==> src/rtl/display_sequencer.sv <==
// display_sequencer: VGA pixel timing plus a scheduler that grants board-memory
// updates only during vertical blanking, revoking the grant when blanking ends.
module display_sequencer #(
    parameter int DIV       = 2,
    parameter int H_VISIBLE = 640,
    parameter int H_FRONT   = 16,
    parameter int H_PULSE   = 96,
    parameter int H_TOTAL   = 800,
    parameter int V_VISIBLE = 480,
    parameter int V_FRONT   = 10,
    parameter int V_PULSE   = 2,
    parameter int V_TOTAL   = 525,
    parameter bit H_POL     = 1'b0,
    parameter bit V_POL     = 1'b0
) (
    input  logic       clk,
    input  logic       rst,
    output logic [9:0] hcount,
    output logic [9:0] vcount,
    output logic       pix_tick,
    output logic       hsync,
    output logic       vsync,
    output logic       video_on,
    output logic       frame_start,
    input  logic       upd_req,
    output logic       upd_grant,
    input  logic       upd_done,
    output logic       upd_abort
);
    localparam int DW = DIV > 1 ? $clog2(DIV) : 1;

    typedef enum logic [1:0] {IDLE, WAIT_BLANK, GRANT} state_t;

    state_t        state, state_n;
    logic [DW-1:0] div, div_n;
    logic [9:0]    h_n, v_n;
    logic          h_wrap, v_wrap, hs_n, vs_n, blank, blank_end, abort_n;

    always_comb begin
        div_n     = (div == DW'(DIV - 1)) ? '0 : div + 1'b1;
        h_wrap    = hcount == 10'(H_TOTAL - 1);
        v_wrap    = vcount == 10'(V_TOTAL - 1);
        h_n       = h_wrap ? '0 : hcount + 1'b1;
        v_n       = h_wrap ? (v_wrap ? '0 : vcount + 1'b1) : vcount;
        hs_n      = (h_n >= 10'(H_VISIBLE + H_FRONT) && h_n < 10'(H_VISIBLE + H_FRONT + H_PULSE)) ? H_POL : ~H_POL;
        vs_n      = (v_n >= 10'(V_VISIBLE + V_FRONT) && v_n < 10'(V_VISIBLE + V_FRONT + V_PULSE)) ? V_POL : ~V_POL;
        blank     = vcount >= 10'(V_VISIBLE);
        blank_end = pix_tick && h_wrap && v_wrap;
        // A grant is never issued on the very edge that ends blanking.
        state_n   = (state == GRANT) ? ((upd_done || blank_end) ? IDLE : GRANT)
                  : (!upd_req ? IDLE : (blank && !blank_end) ? GRANT : WAIT_BLANK);
        abort_n   = state == GRANT && blank_end && !upd_done;
    end

    always_ff @(posedge clk or posedge rst) begin
        if (rst) begin
            div         <= '0;
            pix_tick    <= 1'b0;
            hcount      <= '0;
            vcount      <= '0;
            hsync       <= ~H_POL;
            vsync       <= ~V_POL;
            frame_start <= 1'b0;
            upd_abort   <= 1'b0;
            state       <= IDLE;
        end else begin
            div         <= div_n;
            pix_tick    <= div_n == DW'(DIV - 1);
            frame_start <= blank_end;
            upd_abort   <= abort_n;
            state       <= state_n;
            if (pix_tick) begin
                hcount <= h_n;
                vcount <= v_n;
                hsync  <= hs_n;
                vsync  <= vs_n;
            end
        end
    end

    assign video_on  = hcount < 10'(H_VISIBLE) && vcount < 10'(V_VISIBLE);
    assign upd_grant = state == GRANT;
endmodule

==> config.mk <==
export PLATFORM = sky130hd
export DESIGN_NAME = display_sequencer
export DESIGN_NICKNAME = d
export VERILOG_FILES = /design/src/rtl/display_sequencer.sv
export SDC_FILE = /design/constraint.sdc
export NUM_CORES = 1
export LEC_CHECK = 0
export ABC_AREA = 1
export ABC_CLOCK_PERIOD_IN_PS = 1500
export CORE_MARGIN = 10
export CORE_UTILIZATION = 45
export DETAILED_ROUTE_END_ITERATION = 8
export PLACE_DENSITY = 0.84
export RECOVER_POWER = 25
export SETUP_SLACK_MARGIN = 0.1
export SYNTH_ARGS = -nofsm -noshare
export SYNTH_HDL_FRONTEND = slang
export SYNTH_SLANG_ARGS = --single-unit
==> constraint.sdc <==
create_clock -name clk -period 1.5 [get_ports clk]
set_input_delay 0.45 -clock clk [delete_from_list [all_inputs] [get_ports clk]]
set_output_delay 0.45 -clock clk [all_outputs]
set_load 0.02 [all_outputs]
==> results of run 1 <==
## metrics by stage
step	setup WS [ps]	utilization	TNS [ps]
final	-388	0.863	-2460
after global routing	-444	0.863	-3650
after CTS	-209	0.749	-621
after detailed placement	-411	0.648	-1960
after global placement	-365	0.648	-1130
after floorplan	-51.7	-	-71.4
## cell usage after synthesis (3+ instances only)
master | instances | area (um2)
sky130_fd_sc_hd__nand2_1 | 59 | 221
sky130_fd_sc_hd__inv_1 | 30 | 113
sky130_fd_sc_hd__dfrtp_1 | 25 | 626
sky130_fd_sc_hd__nor2_1 | 23 | 86.3
sky130_fd_sc_hd__nand3_1 | 18 | 90.1
sky130_fd_sc_hd__o21ai_0 | 18 | 90.1
sky130_fd_sc_hd__nand2_2 | 5 | 31.3
sky130_fd_sc_hd__nand4_1 | 5 | 31.3
sky130_fd_sc_hd__a21oi_1 | 4 | 20.0
sky130_fd_sc_hd__ha_1 | 4 | 50.1
sky130_fd_sc_hd__clkbuf_1 | 3 | 11.3
## worst paths after layout
| check | from | cells after the start | end |
|---|---|---|---|
| max reg2reg | vcount[0] | 13 | vsync |
| min | hsync | 2 | hsync |
| max in group asynchronous | rst | 3 | vcount[5] |
| min in group asynchronous | rst | 3 | hcount[7] |
| min reg2reg | hsync | 2 | hsync |
| max | vcount[0] | 13 | vsync |
## per-layer routing
layer / part of all wire / global-route usage / routed length (um)
met3: 0.073 / 0.0442 / 539
met5: 0 / 0 / 0
met2: 0.50 / 0.323 / 3670
met4: 0.059 / 0.0744 / 434
met1: 0.37 / 0.184 / 2720
## sequential cells by signal, summed over array words and instances, names as in the netlist
name         count
div              1
frame_start      1
hcount          10
hsync            1
state            2
upd_abort        1
vcount          10
vsync            1
## what timing repair did
item	CTS	global route
gates cloned	1	1
pin swaps	19	40
resized for setup	202	78
buffers inserted	17	27
endpoints found under the setup margin	49	45
## layout make-up
cell class	instances	area, um2	share of cell area
inverters	31	128	0.0407
flip-flops and latches	27	694	0.222
repair inverters	1	5.00	0.00160
repair buffers	109	971	0.310
multi-input cells	162	1230	0.392
well taps	48	60.1	0.0192
clock inverters	1	5.00	0.00160
clock buffers	3	41.3	0.0132
## power breakdown
part | leakage (nW) | switching (mW) | internal [mW]
sequential | 0.335 | 0.00130 | 0.729
clock | 0.0255 | 0.245 | 0.187
combinational | 1.21 | 0.0180 | 0.00815
total | 1.57 | 0.265 | 0.923
## worst min-delay path: cells and delay by family (launching register included)
kind,cells,cell delay [ps]
AND/OR/NAND/NOR,1,80
AO/OA/AOI/OAI,1,50
flip-flops,1,390
## cells by family after synthesis
group | Yosys count | share of synthesized area
fa+ha+maj | 4 | 0.0300
xor+xnor | 4 | 0.0210
compound gates | 30 | 0.0976
buf+inv | 36 | 0.0908
flops | 27 | 0.407
simple gates | 123 | 0.354
==> qor.log, run 1 <==
qor: timing.holdWs 513 ps
qor: drt.routedWlPerCell 19.3 um
qor: clock_tree.tritoncts built
qor: cells_and_area.antenna_cells 0
qor: cells_and_area.stdcell_count 382
qor: yosys.post_synth.cell_area_avg 7.44 um2
qor: placed_design.port_buffers 30
qor: drt.drc 0
qor: grt.grt_max_degree 28
qor: floorplanning.die_y 80.9 um
qor: clock_tree.clock-sinks 27
qor: setup_path.worst-setup-path-type reg2reg
qor: yosys.synth_sequential_area_ratio 0.407
qor: timing.final-hold-violation-count 0
qor: cells_and_area.ratio_of_cells_with_drive_above_1_in_the_final_layout 0.653
qor: timing.min_tclk_post_route 1890 ps
qor: timing.max_freq 0.530 GHz
qor: yosys.postSynthCellCount 224
qor: yosys.synth_ff_type sky130_fd_sc_hd__dfrtp_1
qor: drt.finalWirelength 7370 um
qor: cells_and_area.finish.instance_area 3130 um2
qor: clock_tree.cts.clk_slew.worst_paths 100 ps
qor: timing.period_share 1.26
qor: grt.grt_pass1_wl 9320 um
qor: drt.drt_iter0_drc 178
qor: yosys.post_synth_instance_area 1670 um2
qor: power_and_ir_drop.total_leakage_power 1.57 nW
qor: timing.maxSlewViolCount 0
qor: clock_tree.clock_latency_on_the_worst_skew_pair 280 ps
qor: timing.worst_clock_skew 6.83 ps
qor: floorplanning.start_util 0.459
qor: yosys.number_of_enable_type_register_cells_in_the_synthesized_netlist 0
qor: cells_and_area.mostFrequentLayoutCells 48 x sky130_fd_sc_hd__buf_4, 44 x sky130_fd_sc_hd__buf_6, 40 x sky130_fd_sc_hd__nand2_1
qor: floorplanning.die_boundary_width 80.9 um
qor: yosys.synthesis.nets 232
qor: drt.dr.pass1.iters 5
qor: run_status.violations negative setup slack
qor: setup_path.cpLargestDelayFamily simple AND/OR/NAND/NOR gates
qor: cells_and_area.num-fill-cells 169
qor: min_path.holdCritPathClass reg2reg
qor: cells_and_area.most_common_library_cell_in_the_layout_ignoring_fill_and_taps sky130_fd_sc_hd__buf_4
qor: timing.tightest_slew 705 ps
qor: setup_path.critical-path-slowest-cell sky130_fd_sc_hd__dfrtp_2
qor: timing.setup_slack -388 ps
qor: setup_path.critPathMaxStageDelay 470 ps
qor: timing.setup_violations 25
qor: placed_design.dpl-instance-area 2350 um2
qor: placed_design.place_inst 336
qor: cells_and_area.layout-area-overhead-vs-synth 88.1%
qor: setup_path.required_arrival_time_at_the_worst_endpoint 1720 ps
qor: power_and_ir_drop.worst_ir_drop_vdd 0.000522 V
qor: setup_path.cp_max_fo 4
qor: timing.unrepaired_setup_endpoints_after_global_routing yes
qor: floorplanning.ios 31
qor: placed_design.post-dp-hpwl 3570 um
qor: setup_path.crit_chain inv_2 > ha_4 > nand2_2 > nor2_2 > nand3_2 > inv_2 > nand2_4 > nand3_2 > nand2_1 > inv_1 > nand4_1 > nand2_1 > inv_1
qor: job.maxCapViolations 0
qor: run_status.result_of_the_run finished with violations
qor: clock_tree.cts-root-to-sink-buffers 2
qor: setup_path.crit_path_end_kind flop
qor: placed_design.finalWeightedCongestion 0.916
qor: floorplanning.die-area 6540 um2
qor: yosys.yosys.cell_types.count 31
qor: drt.drt.antenna.violating_nets 0
qor: clock_tree.number_of_cts_inserted_buffers 3
qor: grt.gr-total-overflow 0
qor: yosys.synth.ff_latch_count 27
qor: setup_path.setup.reg_to_reg.worst_slack -390 ps
qor: floorplanning.design.core.area 3630 um2
qor: clock_tree.htreeDepth 1
qor: yosys.syn_warnings 0
qor: drt.avgViaCountPerCell 5.57
qor: yosys.synth_async_sr_flop_share 1.00
qor: power_and_ir_drop.cellPowerDensity 379 nW/um2
qor: power_and_ir_drop.fin_total_pwr 1.19 mW
qor: floorplanning.placement_rows 22
qor: clock_tree.ctsRootBufferMaster sky130_fd_sc_hd__clkbuf_8
qor: grt.via_count_of_the_first_global_routing_pass 2065
qor: timing.timing.slew.headroom 0.530
qor: cells_and_area.layout.nets 343
qor: drt.vias 2129
qor: clock_tree.cts-hold-fix-buffers 0
qor: setup_path.critical_path.startpoint_type flop
qor: grt.grt_antenna_before_repair 0
qor: setup_path.cp.buffers_inverters 4
qor: setup_path.cp_data_arrival_time 2100 ps
qor: grt.global_route.usage.total 0.175
No activity file was read; power rests on OpenSTA's default activity.
==> inputs of run 2 (changes only) <==
Settings changed: CAP_MARGIN set to 10, TNS_END_PERCENT set to 30.
==> qor.log, run 2 (synthesized netlist as in run 1, its figures left out) <==
qor: run_status.violations negative setup slack
qor: setup_path.worst-setup-path-type reg2out
qor: cells_and_area.layout-area-overhead-vs-synth 67.7%
qor: drt.drt.antenna.violating_nets 0
qor: clock_tree.htreeDepth 1
qor: clock_tree.clock_latency_on_the_worst_skew_pair 280 ps
qor: run_status.result_of_the_run finished with violations
qor: power_and_ir_drop.cellPowerDensity 423 nW/um2
qor: clock_tree.tritoncts built
qor: grt.global_route.usage.total 0.153
qor: placed_design.port_buffers 30
qor: setup_path.cp_data_arrival_time 1290 ps
qor: drt.route.top_layer_used met4
qor: timing.unrepaired_setup_endpoints_after_global_routing yes
qor: cells_and_area.most_common_library_cell_in_the_layout_ignoring_fill_and_taps sky130_fd_sc_hd__nand2_1
qor: drt.routedWlPerCell 15.3 um
qor: cells_and_area.mostFrequentLayoutCells 49 x sky130_fd_sc_hd__nand2_1, 46 x sky130_fd_sc_hd__buf_4, 29 x sky130_fd_sc_hd__buf_6
qor: cells_and_area.num-fill-cells 248
qor: power_and_ir_drop.fin_total_pwr 1.18 mW
qor: timing.maxSlewViolCount 0
qor: placed_design.finalWeightedCongestion 0.922
qor: clock_tree.clock-sinks 27
qor: drt.vias 1869
qor: min_path.holdCritPathClass reg2reg
qor: setup_path.crit_chain inv_2 > nor3_4 > nor2_2 > inv_2 > nor2_2 > buf_6
qor: floorplanning.placement_rows 22
qor: job.maxCapViolations 0
qor: drt.met3_wirelength 283 um
qor: drt.wl_met2 3030 um
qor: floorplanning.design.core.area 3630 um2
qor: setup_path.cpLargestDelayFamily flip-flops
qor: drt.avgViaCountPerCell 5.15
qor: clock_tree.cts-hold-fix-buffers 0
qor: floorplanning.die_boundary_width 80.9 um
qor: clock_tree.number_of_cts_inserted_buffers 3
qor: placed_design.post-dp-hpwl 3370 um
qor: setup_path.critical_path.startpoint_type flop
qor: clock_tree.cts.clk_slew.worst_paths 100 ps
qor: drt.drc 0
qor: setup_path.critical-path-slowest-cell sky130_fd_sc_hd__dfrtp_1
qor: setup_path.cp.buffers_inverters 3
qor: timing.setup_violations 17
qor: clock_tree.ctsRootBufferMaster sky130_fd_sc_hd__clkbuf_8
qor: grt.via_count_of_the_first_global_routing_pass 1836
qor: floorplanning.die_y 80.9 um
qor: floorplanning.start_util 0.459
qor: timing.final-hold-violation-count 0
qor: floorplanning.ios 31
qor: drt.finalWirelength 5570 um
qor: drt.dr.pass1.iters 5
qor: grt.gr-total-overflow 0
qor: power_and_ir_drop.total_leakage_power 1.44 nW
qor: grt.grt_antenna_before_repair 0
qor: floorplanning.die-area 6540 um2
qor: timing.setup_slack -236 ps
qor: timing.max_freq 0.576 GHz
qor: cells_and_area.ratio_of_cells_with_drive_above_1_in_the_final_layout 0.524
qor: cells_and_area.top_regs hcount (10), vcount (10), state (2)
qor: power_and_ir_drop.worst_ir_drop_vdd 0.000274 V
qor: clock_tree.cts-root-to-sink-buffers 2
qor: timing.min_tclk_post_route 1740 ps
qor: cells_and_area.layout.nets 324
qor: cells_and_area.antenna_cells 0
qor: timing.worst_clock_skew 5.42 ps
qor: timing.tightest_slew 682 ps
qor: grt.grt_pass1_wl 8140 um
qor: setup_path.cp_max_fo 2
qor: drt.drt_iter0_drc 150
qor: grt.grt_max_degree 28
qor: drt.wirelength_met1 2130 um
qor: setup_path.crit_path_end_kind output port
qor: setup_path.critPathMaxStageDelay 390 ps
qor: setup_path.required_arrival_time_at_the_worst_endpoint 1050 ps
qor: timing.timing.slew.headroom 0.545
qor: cells_and_area.post_route_core_utilization 0.769
qor: timing.period_share 1.16
## run 2: changes by cell type in the layout (fill, tap and decap cells not counted), moves of 4 or more
cell	previous run	this run
sky130_fd_sc_hd__nand2_1	40	49
sky130_fd_sc_hd__nand2_2	14	10
sky130_fd_sc_hd__dfrtp_1	12	16
sky130_fd_sc_hd__dfrtp_2	13	9
sky130_fd_sc_hd__nand3_1	9	14
sky130_fd_sc_hd__o21ai_2	9	5
sky130_fd_sc_hd__nand2_4	12	7
sky130_fd_sc_hd__nor2_1	6	14
sky130_fd_sc_hd__inv_1	19	23
sky130_fd_sc_hd__o21ai_0	2	9
sky130_fd_sc_hd__nor2_4	12	5
sky130_fd_sc_hd__buf_6	44	29
sky130_fd_sc_hd__o21ai_1	9	5
## run 2: path summary, 6_finish.rpt
path	start	slack, ps	cells after the start	endpoint
worst max-delay path	vcount[7]	-240	6	video_on
worst min-delay path	hsync	530	2	hsync
min in group asynchronous	rst	790	3	hcount[9]
max in group asynchronous	rst	230	3	vcount[1]
worst max register to register	vcount[0]	-200	13	vsync
worst min register to register	hsync	530	2	hsync
## run 2: repair_timing
item / in CTS / in global routing
buffers inserted: 15 / 6
gates resized for setup: 150 / 66
setup endpoints to repair: 48 / 44
cloned: 0 / 1
pin swaps: 7 / 14
## run 2: power breakdown
part | leakage [nW] | internal, mW | switching, mW | total (mW)
logic | 1.08 | 0.00835 | 0.0177 | 0.0260
registers | 0.341 | 0.729 | 0.000733 | 0.730
clock network | 0.0217 | 0.189 | 0.238 | 0.428
## run 2: area by class of cell
type                    instances  area [um2]  area share
flip-flops and latches         27         689       0.247
clock buffers                   3        41.3      0.0148
inverters                      31         124      0.0443
clock inverters                 1        7.51     0.00269
repair buffers                 92         811       0.290
multi-input cells             161        1060       0.380
well taps                      48        60.1      0.0215
## run 2: tightest hold or removal path: stages (launching register included)
cell,delay (ps)
sky130_fd_sc_hd__dfstp_2,390
sky130_fd_sc_hd__nor2_1,90
sky130_fd_sc_hd__a31oi_1,50
## run 2: through the flow
step	hold slack [ps]	setup WS, ps	cells	cell area (um2)	TNS [ps]
final	533	-236	363	2800	-1100
after CTS	506	-239	358	2580	-729
after detailed placement	497	-358	339	2370	-2030
after global placement	482	-335	339	2370	-1330
after floorplan	501	-56.6	224	1710	-103
after global routing	575	-324	363	2800	-2800
## run 2: per-layer routing
metal | vias to the layer above | track usage
met5 | - | 0
met4 | 0 | 0.0554
met3 | 15 | 0.0342
met2 | 52 | 0.284
met1 | 905 | 0.164
li1 | 897 | -
